[src/rtl/wishbone_pkg.sv]
// Shared types and widths for the two-master pipelined Wishbone arbiter.
package wishbone_pkg;

  localparam int ADR_W = 32;
  localparam int DAT_W = 32;
  localparam int SEL_W = 4;

  // Arbiter ownership state.
  typedef enum logic [1:0] {
    IDLE = 2'd0,
    OWN0 = 2'd1,
    OWN1 = 2'd2
  } arb_state_e;

  // Request fields forwarded from the owning master to the slave (69 bits).
  typedef struct packed {
    logic             we;
    logic [ADR_W-1:0] adr;
    logic [SEL_W-1:0] sel;
    logic [DAT_W-1:0] dat;
  } wb_req_t;

endpackage

[src/rtl/wishbone_arbiter_if.sv]
// One pipelined Wishbone link. The master modport is the side that issues
// requests; the slave modport is the side that stalls, acks and returns data.
interface wishbone_arbiter_if;
  import wishbone_pkg::*;

  logic             cyc;
  logic             stb;
  logic             we;
  logic [ADR_W-1:0] adr;
  logic [SEL_W-1:0] sel;
  logic [DAT_W-1:0] dat_w;
  logic             stall;
  logic             ack;
  logic [DAT_W-1:0] dat_r;

  modport master (
    output cyc, stb, we, adr, sel, dat_w,
    input  stall, ack, dat_r
  );

  modport slave (
    input  cyc, stb, we, adr, sel, dat_w,
    output stall, ack, dat_r
  );

endinterface

[src/rtl/wishbone_outstanding_counter.sv]
// Tracks requests accepted by the slave but not yet acknowledged.
// Saturates in both directions so it never wraps.
module wishbone_outstanding_counter #(
  parameter int MAX_OUTSTANDING = 4
) (
  input  logic                                 clk,
  input  logic                                 rst,
  input  logic                                 inc,
  input  logic                                 dec,
  input  logic                                 clr,
  output logic [$clog2(MAX_OUTSTANDING+1)-1:0] count,
  output logic                                 full
);

  localparam int CNT_W = $clog2(MAX_OUTSTANDING + 1);

  logic [CNT_W-1:0] count_q;
  logic [CNT_W-1:0] count_d;

  assign full  = (count_q == CNT_W'(MAX_OUTSTANDING));
  assign count = count_q;

  // Next count: clear wins; simultaneous inc/dec cancel; stray dec at zero ignored.
  always_comb begin
    count_d = count_q;
    if (clr) begin
      count_d = '0;
    end else if (inc && !dec) begin
      if (!full) count_d = count_q + CNT_W'(1);
    end else if (dec && !inc) begin
      if (count_q != '0) count_d = count_q - CNT_W'(1);
    end
  end

  // Count register.
  always_ff @(posedge clk) begin
    if (rst) count_q <= '0;
    else     count_q <= count_d;
  end

endmodule

[src/rtl/wishbone_arbiter.sv]
// Two-master to one-slave pipelined Wishbone arbiter. A master owns the slave
// for as long as it holds CYC; ties from IDLE alternate using last_owner.
module wishbone_arbiter
  import wishbone_pkg::*;
#(
  parameter int MAX_OUTSTANDING = 4
) (
  input  logic             clk,
  input  logic             rst,
  wishbone_arbiter_if.slave  m0,
  wishbone_arbiter_if.slave  m1,
  wishbone_arbiter_if.master s
);

  localparam int CNT_W = $clog2(MAX_OUTSTANDING + 1);

  arb_state_e       state_q, state_d;
  logic             last_owner_q, last_owner_d;

  logic [CNT_W-1:0] count;
  logic             full;
  logic             cnt_clr;
  logic             accept;

  wb_req_t          req0, req1, req_o;
  logic             own1;
  logic             own_cyc, own_stb;
  logic             cyc_o, stb_o;
  logic [1:0]       stall_o, ack_o;

  assign req0 = '{we: m0.we, adr: m0.adr, sel: m0.sel, dat: m0.dat_w};
  assign req1 = '{we: m1.we, adr: m1.adr, sel: m1.sel, dat: m1.dat_w};

  // Ownership FSM next state plus the owner's request/response muxing.
  always_comb begin
    state_d      = state_q;
    last_owner_d = last_owner_q;
    own1         = (state_q == OWN1);
    own_cyc      = own1 ? m1.cyc : m0.cyc;
    own_stb      = own1 ? m1.stb : m0.stb;
    cyc_o        = 1'b0;
    stb_o        = 1'b0;
    req_o        = '0;
    stall_o      = 2'b11;
    ack_o        = 2'b00;
    accept       = 1'b0;
    cnt_clr      = 1'b0;

    case (state_q)
      IDLE: begin
        if (m0.cyc && m1.cyc) begin
          // Contention: the master that did not own last time wins.
          if (last_owner_q) begin
            state_d      = OWN0;
            last_owner_d = 1'b0;
          end else begin
            state_d      = OWN1;
            last_owner_d = 1'b1;
          end
        end else if (m0.cyc) begin
          state_d      = OWN0;
          last_owner_d = 1'b0;
        end else if (m1.cyc) begin
          state_d      = OWN1;
          last_owner_d = 1'b1;
        end
      end
      OWN0, OWN1: begin
        cyc_o = own_cyc;
        // STB is meaningless outside a cycle, so it is qualified with CYC too.
        stb_o = own_cyc && own_stb && !full;
        req_o = own1 ? req1 : req0;
        accept = stb_o && !s.stall;
        stall_o[own1] = s.stall || full;
        // An ACK with nothing outstanding (and nothing just accepted) is stray.
        ack_o[own1] = own_cyc && s.ack && ((count != '0) || accept);
        if (!own_cyc) begin
          state_d = IDLE;
          cnt_clr = 1'b1;
        end
      end
      default: state_d = IDLE;
    endcase
  end

  // State and arbitration history registers.
  always_ff @(posedge clk) begin
    if (rst) begin
      state_q      <= IDLE;
      last_owner_q <= 1'b1;
    end else begin
      state_q      <= state_d;
      last_owner_q <= last_owner_d;
    end
  end

  wishbone_outstanding_counter #(
    .MAX_OUTSTANDING(MAX_OUTSTANDING)
  ) u_outstanding (
    .clk  (clk),
    .rst  (rst),
    .inc  (accept),
    .dec  (s.ack),
    .clr  (cnt_clr),
    .count(count),
    .full (full)
  );

  assign s.cyc   = cyc_o;
  assign s.stb   = stb_o;
  assign s.we    = req_o.we;
  assign s.adr   = req_o.adr;
  assign s.sel   = req_o.sel;
  assign s.dat_w = req_o.dat;

  assign m0.stall = stall_o[0];
  assign m0.ack   = ack_o[0];
  assign m0.dat_r = s.dat_r;
  assign m1.stall = stall_o[1];
  assign m1.ack   = ack_o[1];
  assign m1.dat_r = s.dat_r;

endmodule

[src/flat_wrapper.sv]
// flat-port wrapper written by rule: the top's interface ports become plain ports
module wishbone_arbiter_flat import wishbone_pkg::*;
#(
  parameter int MAX_OUTSTANDING = 4
)
  (clk, rst, m0_cyc, m0_stb, m0_we, m0_adr, m0_sel, m0_dat_w, m0_stall, m0_ack, m0_dat_r, m1_cyc, m1_stb, m1_we, m1_adr, m1_sel, m1_dat_w, m1_stall, m1_ack, m1_dat_r, s_cyc, s_stb, s_we, s_adr, s_sel, s_dat_w, s_stall, s_ack, s_dat_r);
  wishbone_arbiter_if m0_i ();
  wishbone_arbiter_if m1_i ();
  wishbone_arbiter_if s_i ();
  input  logic clk;
  input  logic rst;
  input wire logic [$bits(m0_i.cyc)-1:0] m0_cyc;
  input wire logic [$bits(m0_i.stb)-1:0] m0_stb;
  input wire logic [$bits(m0_i.we)-1:0] m0_we;
  input wire logic [$bits(m0_i.adr)-1:0] m0_adr;
  input wire logic [$bits(m0_i.sel)-1:0] m0_sel;
  input wire logic [$bits(m0_i.dat_w)-1:0] m0_dat_w;
  output wire logic [$bits(m0_i.stall)-1:0] m0_stall;
  output wire logic [$bits(m0_i.ack)-1:0] m0_ack;
  output wire logic [$bits(m0_i.dat_r)-1:0] m0_dat_r;
  input wire logic [$bits(m1_i.cyc)-1:0] m1_cyc;
  input wire logic [$bits(m1_i.stb)-1:0] m1_stb;
  input wire logic [$bits(m1_i.we)-1:0] m1_we;
  input wire logic [$bits(m1_i.adr)-1:0] m1_adr;
  input wire logic [$bits(m1_i.sel)-1:0] m1_sel;
  input wire logic [$bits(m1_i.dat_w)-1:0] m1_dat_w;
  output wire logic [$bits(m1_i.stall)-1:0] m1_stall;
  output wire logic [$bits(m1_i.ack)-1:0] m1_ack;
  output wire logic [$bits(m1_i.dat_r)-1:0] m1_dat_r;
  output wire logic [$bits(s_i.cyc)-1:0] s_cyc;
  output wire logic [$bits(s_i.stb)-1:0] s_stb;
  output wire logic [$bits(s_i.we)-1:0] s_we;
  output wire logic [$bits(s_i.adr)-1:0] s_adr;
  output wire logic [$bits(s_i.sel)-1:0] s_sel;
  output wire logic [$bits(s_i.dat_w)-1:0] s_dat_w;
  input wire logic [$bits(s_i.stall)-1:0] s_stall;
  input wire logic [$bits(s_i.ack)-1:0] s_ack;
  input wire logic [$bits(s_i.dat_r)-1:0] s_dat_r;
  assign m0_i.cyc = m0_cyc;
  assign m0_i.stb = m0_stb;
  assign m0_i.we = m0_we;
  assign m0_i.adr = m0_adr;
  assign m0_i.sel = m0_sel;
  assign m0_i.dat_w = m0_dat_w;
  assign m0_stall = m0_i.stall;
  assign m0_ack = m0_i.ack;
  assign m0_dat_r = m0_i.dat_r;
  assign m1_i.cyc = m1_cyc;
  assign m1_i.stb = m1_stb;
  assign m1_i.we = m1_we;
  assign m1_i.adr = m1_adr;
  assign m1_i.sel = m1_sel;
  assign m1_i.dat_w = m1_dat_w;
  assign m1_stall = m1_i.stall;
  assign m1_ack = m1_i.ack;
  assign m1_dat_r = m1_i.dat_r;
  assign s_cyc = s_i.cyc;
  assign s_stb = s_i.stb;
  assign s_we = s_i.we;
  assign s_adr = s_i.adr;
  assign s_sel = s_i.sel;
  assign s_dat_w = s_i.dat_w;
  assign s_i.stall = s_stall;
  assign s_i.ack = s_ack;
  assign s_i.dat_r = s_dat_r;
  wishbone_arbiter #(.MAX_OUTSTANDING(MAX_OUTSTANDING)) u_core (.clk(clk), .rst(rst), .m0(m0_i), .m1(m1_i), .s(s_i));
endmodule
[config.mk]
export PLATFORM = sky130hd
export DESIGN_NAME = wishbone_arbiter_flat
export DESIGN_NICKNAME = d
export VERILOG_FILES = /design/src/rtl/wishbone_pkg.sv /design/src/rtl/wishbone_arbiter_if.sv /design/src/rtl/wishbone_outstanding_counter.sv /design/src/rtl/wishbone_arbiter.sv /design/src/flat_wrapper.sv
export SDC_FILE = /design/constraint.sdc
export NUM_CORES = 1
export LEC_CHECK = 0
export ABC_AREA = 1
export CAP_MARGIN = 20
export CORE_AREA = 2 2 122 124
export CTS_CLUSTER_DIAMETER = 40
export DETAILED_ROUTE_END_ITERATION = 6
export DIE_AREA = 0 0 124 126
export GPL_ROUTABILITY_DRIVEN = 0
export SLEW_MARGIN = 5
export SYNTH_ARGS = -nofsm -noshare
export SYNTH_HDL_FRONTEND = slang
export SYNTH_SLANG_ARGS = --single-unit
[constraint.sdc]
create_clock -name clk -period 2.9 [get_ports clk]
set_input_delay 0.58 -clock clk [delete_from_list [all_inputs] [get_ports clk]]
set_output_delay 0.58 -clock clk [all_outputs]
set_load 0.05 [all_outputs]
==> flow_summary_export.csv <==
group,metric,value,unit
outcome,outcome,"finished clean",
worst_setup_path,r2r_setup_slack,0.64,ns
clock_network,cts_tree,"built",
clock_network,ctsHoldBuffers,0,
power_and_ir_drop,p_clk_frac,0.083,
worst_setup_path,path_cells,"inv_1 > ha_2 > inv_1 > nor2_4 > buf_4 > nand2_1 > nand2_1 > buf_12",
layout,syn_to_final_growth,131,%
worst_setup_path,rr_worst_depth,15,
synth,syn_area_per_cell,5.27,um2
detailed_routing,wl,8850,um
detailed_routing,drtPass1Iterations,4,
detailed_routing,vias_per_cell,3.87,
synth,ys_types,18,
placed_design,dp_hpwl,7180,um
synth,yosysSeqAreaShare,0.0593,
synth,synth.ff_latch_count,6,
global_routing,grt_usage,0.106,
timing,setup_viol,0,
timing,max_slew_margin,0.723,
die,row_count,44,
detailed_routing,vias,2746,
worst_setup_path,worst-setup-path-type,"flip-flop to primary output",
die,die_area,15600,um2
synth,synthArstFlopShare,0,
global_routing,grt_pass1_vias,2706,
power_and_ir_drop,powerDensity,577,nW/um2
timing,worst_slew_pin_slew,0.416,ns
clock_network,cts_made_buffers,3,
clock_network,htree_levels,1,
worst_setup_path,critPathBufInv,4,
timing,rsz0062_at_grt,"no",
die,fp.coreArea,14300,um2
timing,clock_skew,0.00104,ns
clock_network,postCtsSetupBuffers,0,
worst_setup_path,reg2reg_from,"u_core.state_q[0]$_SDFFE_PP0P_",
detailed_routing,wl_per_cell,12.5,um
clock_network,clock_latency,0.23,ns
placed_design,placed_area,4610,um2
placed_design,port_buffers,220,
detailed_routing,drc,0,
power_and_ir_drop,pwr-share-seq,0.049,
clock_network,clockRootBuffer,"clkbuf_16",
die,floorplan.initialDensity,0.141,
timing,hold_viol_final,0,
worst_setup_path,cp_top_family,"buffers and inverters",
placed_design,dp_slack,0.216,ns
layout,drive_gt1_frac,0.173,
detailed_routing,ant_nets,0,
worst_setup_path,crit_cells,8,
synth,netlist_instances,384,
die,die_h,126,um
power_and_ir_drop,ir_worst_vdd,0.296,mV
worst_setup_path,crit_path_start_kind,"flip-flop",
worst_setup_path,slowest_delay,0.37,ns
worst_setup_path,crit_fanout,39,
clock_network,post_cts_resized,0,
die,num_io_pins,317,
global_routing,grt_pass1_wl,13400,um
synth,synth-edff-count,0,
synth,synth_warnings,0,
clock_network,cts.clk_slew.worst_paths,0.03,ns
timing,post-route-period-util,0.893,
worst_setup_path,crit_start,"u_core.state_q[1]$_SDFFE_PP0P_",
worst_setup_path,regToRegEndpoint,"u_core.u_outstanding.count[2]$_SDFFE_PP0P_",
power_and_ir_drop,swShare,0.513,
worst_setup_path,required,2.32,ns
global_routing,grt.overflow.total,0,
worst_setup_path,arrival,2.01,ns
layout,layoutNonFillerInstCount,710,
hold_path,holdCritPathClass,"flip-flop to flip-flop",
layout,design_area,4690,um2
detailed_routing,initialDrtViolationCount,62,
placed_design,dp.cells,707,
power_and_ir_drop,leakagePower,2.12,nW
timing,hold_ws,0.460,ns
clock_network,clockBufferDepth,2,
die,die_x,124,um
timing,slew_viol_final,0,
synth,syn_area,2020,um2
timing,tns,0,ns
synth,synthFlopType,"dfxtp_1",
global_routing,grt_max_degree,40,
global_routing,antenna_found_initial,0,
clock_network,cts_sinks,6,
power_and_ir_drop,netSwitchingPower,1.39,mW
layout,nets,711,
power_and_ir_drop,internal_power,1.32,mW
power_and_ir_drop,power_frac_comb,0.868,
timing,clock.fmax,0.386,GHz
layout,antennaDiodeCount,0,
timing,setup_ws,0.310,ns
worst_setup_path,crit_path_end,"s_adr[0]",
synth,synth_nets,567,
timing,fin_crit,2.59,ns
worst_setup_path,cp-end-kind,"primary output",
worst_setup_path,slowest_stage,"dfxtp_1",
flow_run,maxCapViolations,0,
==> layout by cell type, fill, tap and decap left out, drive strengths merged, types with 3 or more instances in the layout <==
master,n
nor2,15
inv,19
o21ai,4
buf,81
dfxtp,6
nand2,163
clkdlybuf4s50,145
ha,4
clkbuf,3
a21oi,6
nand3,77
==> cells in the mapped netlist, types with 2 or more instances <==
cell,instances,area [um2]
nand3_2,2,20.0
dfxtp_1,6,120
nand2_1,162,608
a21oi_1,6,30.0
inv_1,19,71.3
o21ai_0,3,15.0
ha_1,4,50.1
buf_2,14,70.1
nor2_1,14,52.6
nand3_1,75,375
buf_4,72,541
==> state kept, by name, summed over array words and instances, names as in the netlist <==
signal,count
u_core.u_outstanding.count,3
u_core.last_owner_q,1
u_core.state_q,2
==> stage by stage <==
stage,power [mW],utilization
final,2.70,0.327
after global routing,2.86,0.327
after CTS,2.73,0.327
after detailed placement,2.50,0.322
after global placement,2.49,0.322
after floorplan,1.58,-
==> tightest hold or removal path, cell delays in order, from the launching register on <==
cell     delay [ns]
dfxtp_1        0.30
nand2_1        0.06
a21oi_1        0.05
==> worst min-delay path by stage <==
| stage | from | end | slack, ns | cells after the start |
|---|---|---|---|---|
| 2_1_floorplan | u_core.state_q[0]$_SDFFE_PP0P_ | u_core.state_q[0]$_SDFFE_PP0P_ | 0.43 | 2 |
| 3_3_place_gp | u_core.state_q[0]$_SDFFE_PP0P_ | u_core.state_q[0]$_SDFFE_PP0P_ | 0.45 | 2 |
| 3_5_place_dp | u_core.state_q[0]$_SDFFE_PP0P_ | u_core.state_q[0]$_SDFFE_PP0P_ | 0.46 | 2 |
| 4_1_cts | u_core.state_q[0]$_SDFFE_PP0P_ | u_core.state_q[0]$_SDFFE_PP0P_ | 0.46 | 2 |
| 5_1_grt | u_core.state_q[0]$_SDFFE_PP0P_ | u_core.state_q[0]$_SDFFE_PP0P_ | 0.48 | 2 |
| 6_report | u_core.state_q[0]$_SDFFE_PP0P_ | u_core.state_q[0]$_SDFFE_PP0P_ | 0.46 | 2 |
==> layout make-up <==
cell class                 count  area [um2]
clock buffer                   3        75.1
fill                        1526        9630
inverter                      19        71.3
multi-input combinational    272        1220
sequential                     6         120
tap                          184         230
timing repair buffer         226        2970
==> cell families (layout without fill, tap and decap cells) <==
kind of cell             Yosys count  count (layout)  synth area share
adder cells (fa/ha/maj)            5               5            0.0346
buffers and inverters            106             248             0.342
AND/OR/NAND/NOR                  257             257             0.539
flip-flops                         6               6            0.0593
AO/OA/AOI/OAI                     10              10            0.0247
==> per-layer routing <==
metal | global-route usage | vias to the layer above | routed length [um]
li1 | - | 1426 | -
met1 | 0.117 | 1142 | 3380
met2 | 0.189 | 140 | 4260
met3 | 0.0308 | 38 | 903
met4 | 0.0423 | 0 | 307
met5 | 0 | - | 0
==> power by group through the flow <==
stage | logic, mW | clock network (mW) | registers [mW]
after floorplan | 1.46 | 0 | 0.128
after global placement | 2.36 | 0 | 0.134
after detailed placement | 2.36 | 0 | 0.134
after CTS | 2.37 | 0.229 | 0.133
after global routing | 2.49 | 0.235 | 0.136
final | 2.35 | 0.226 | 0.133
Power figures use the tool's default switching activity.
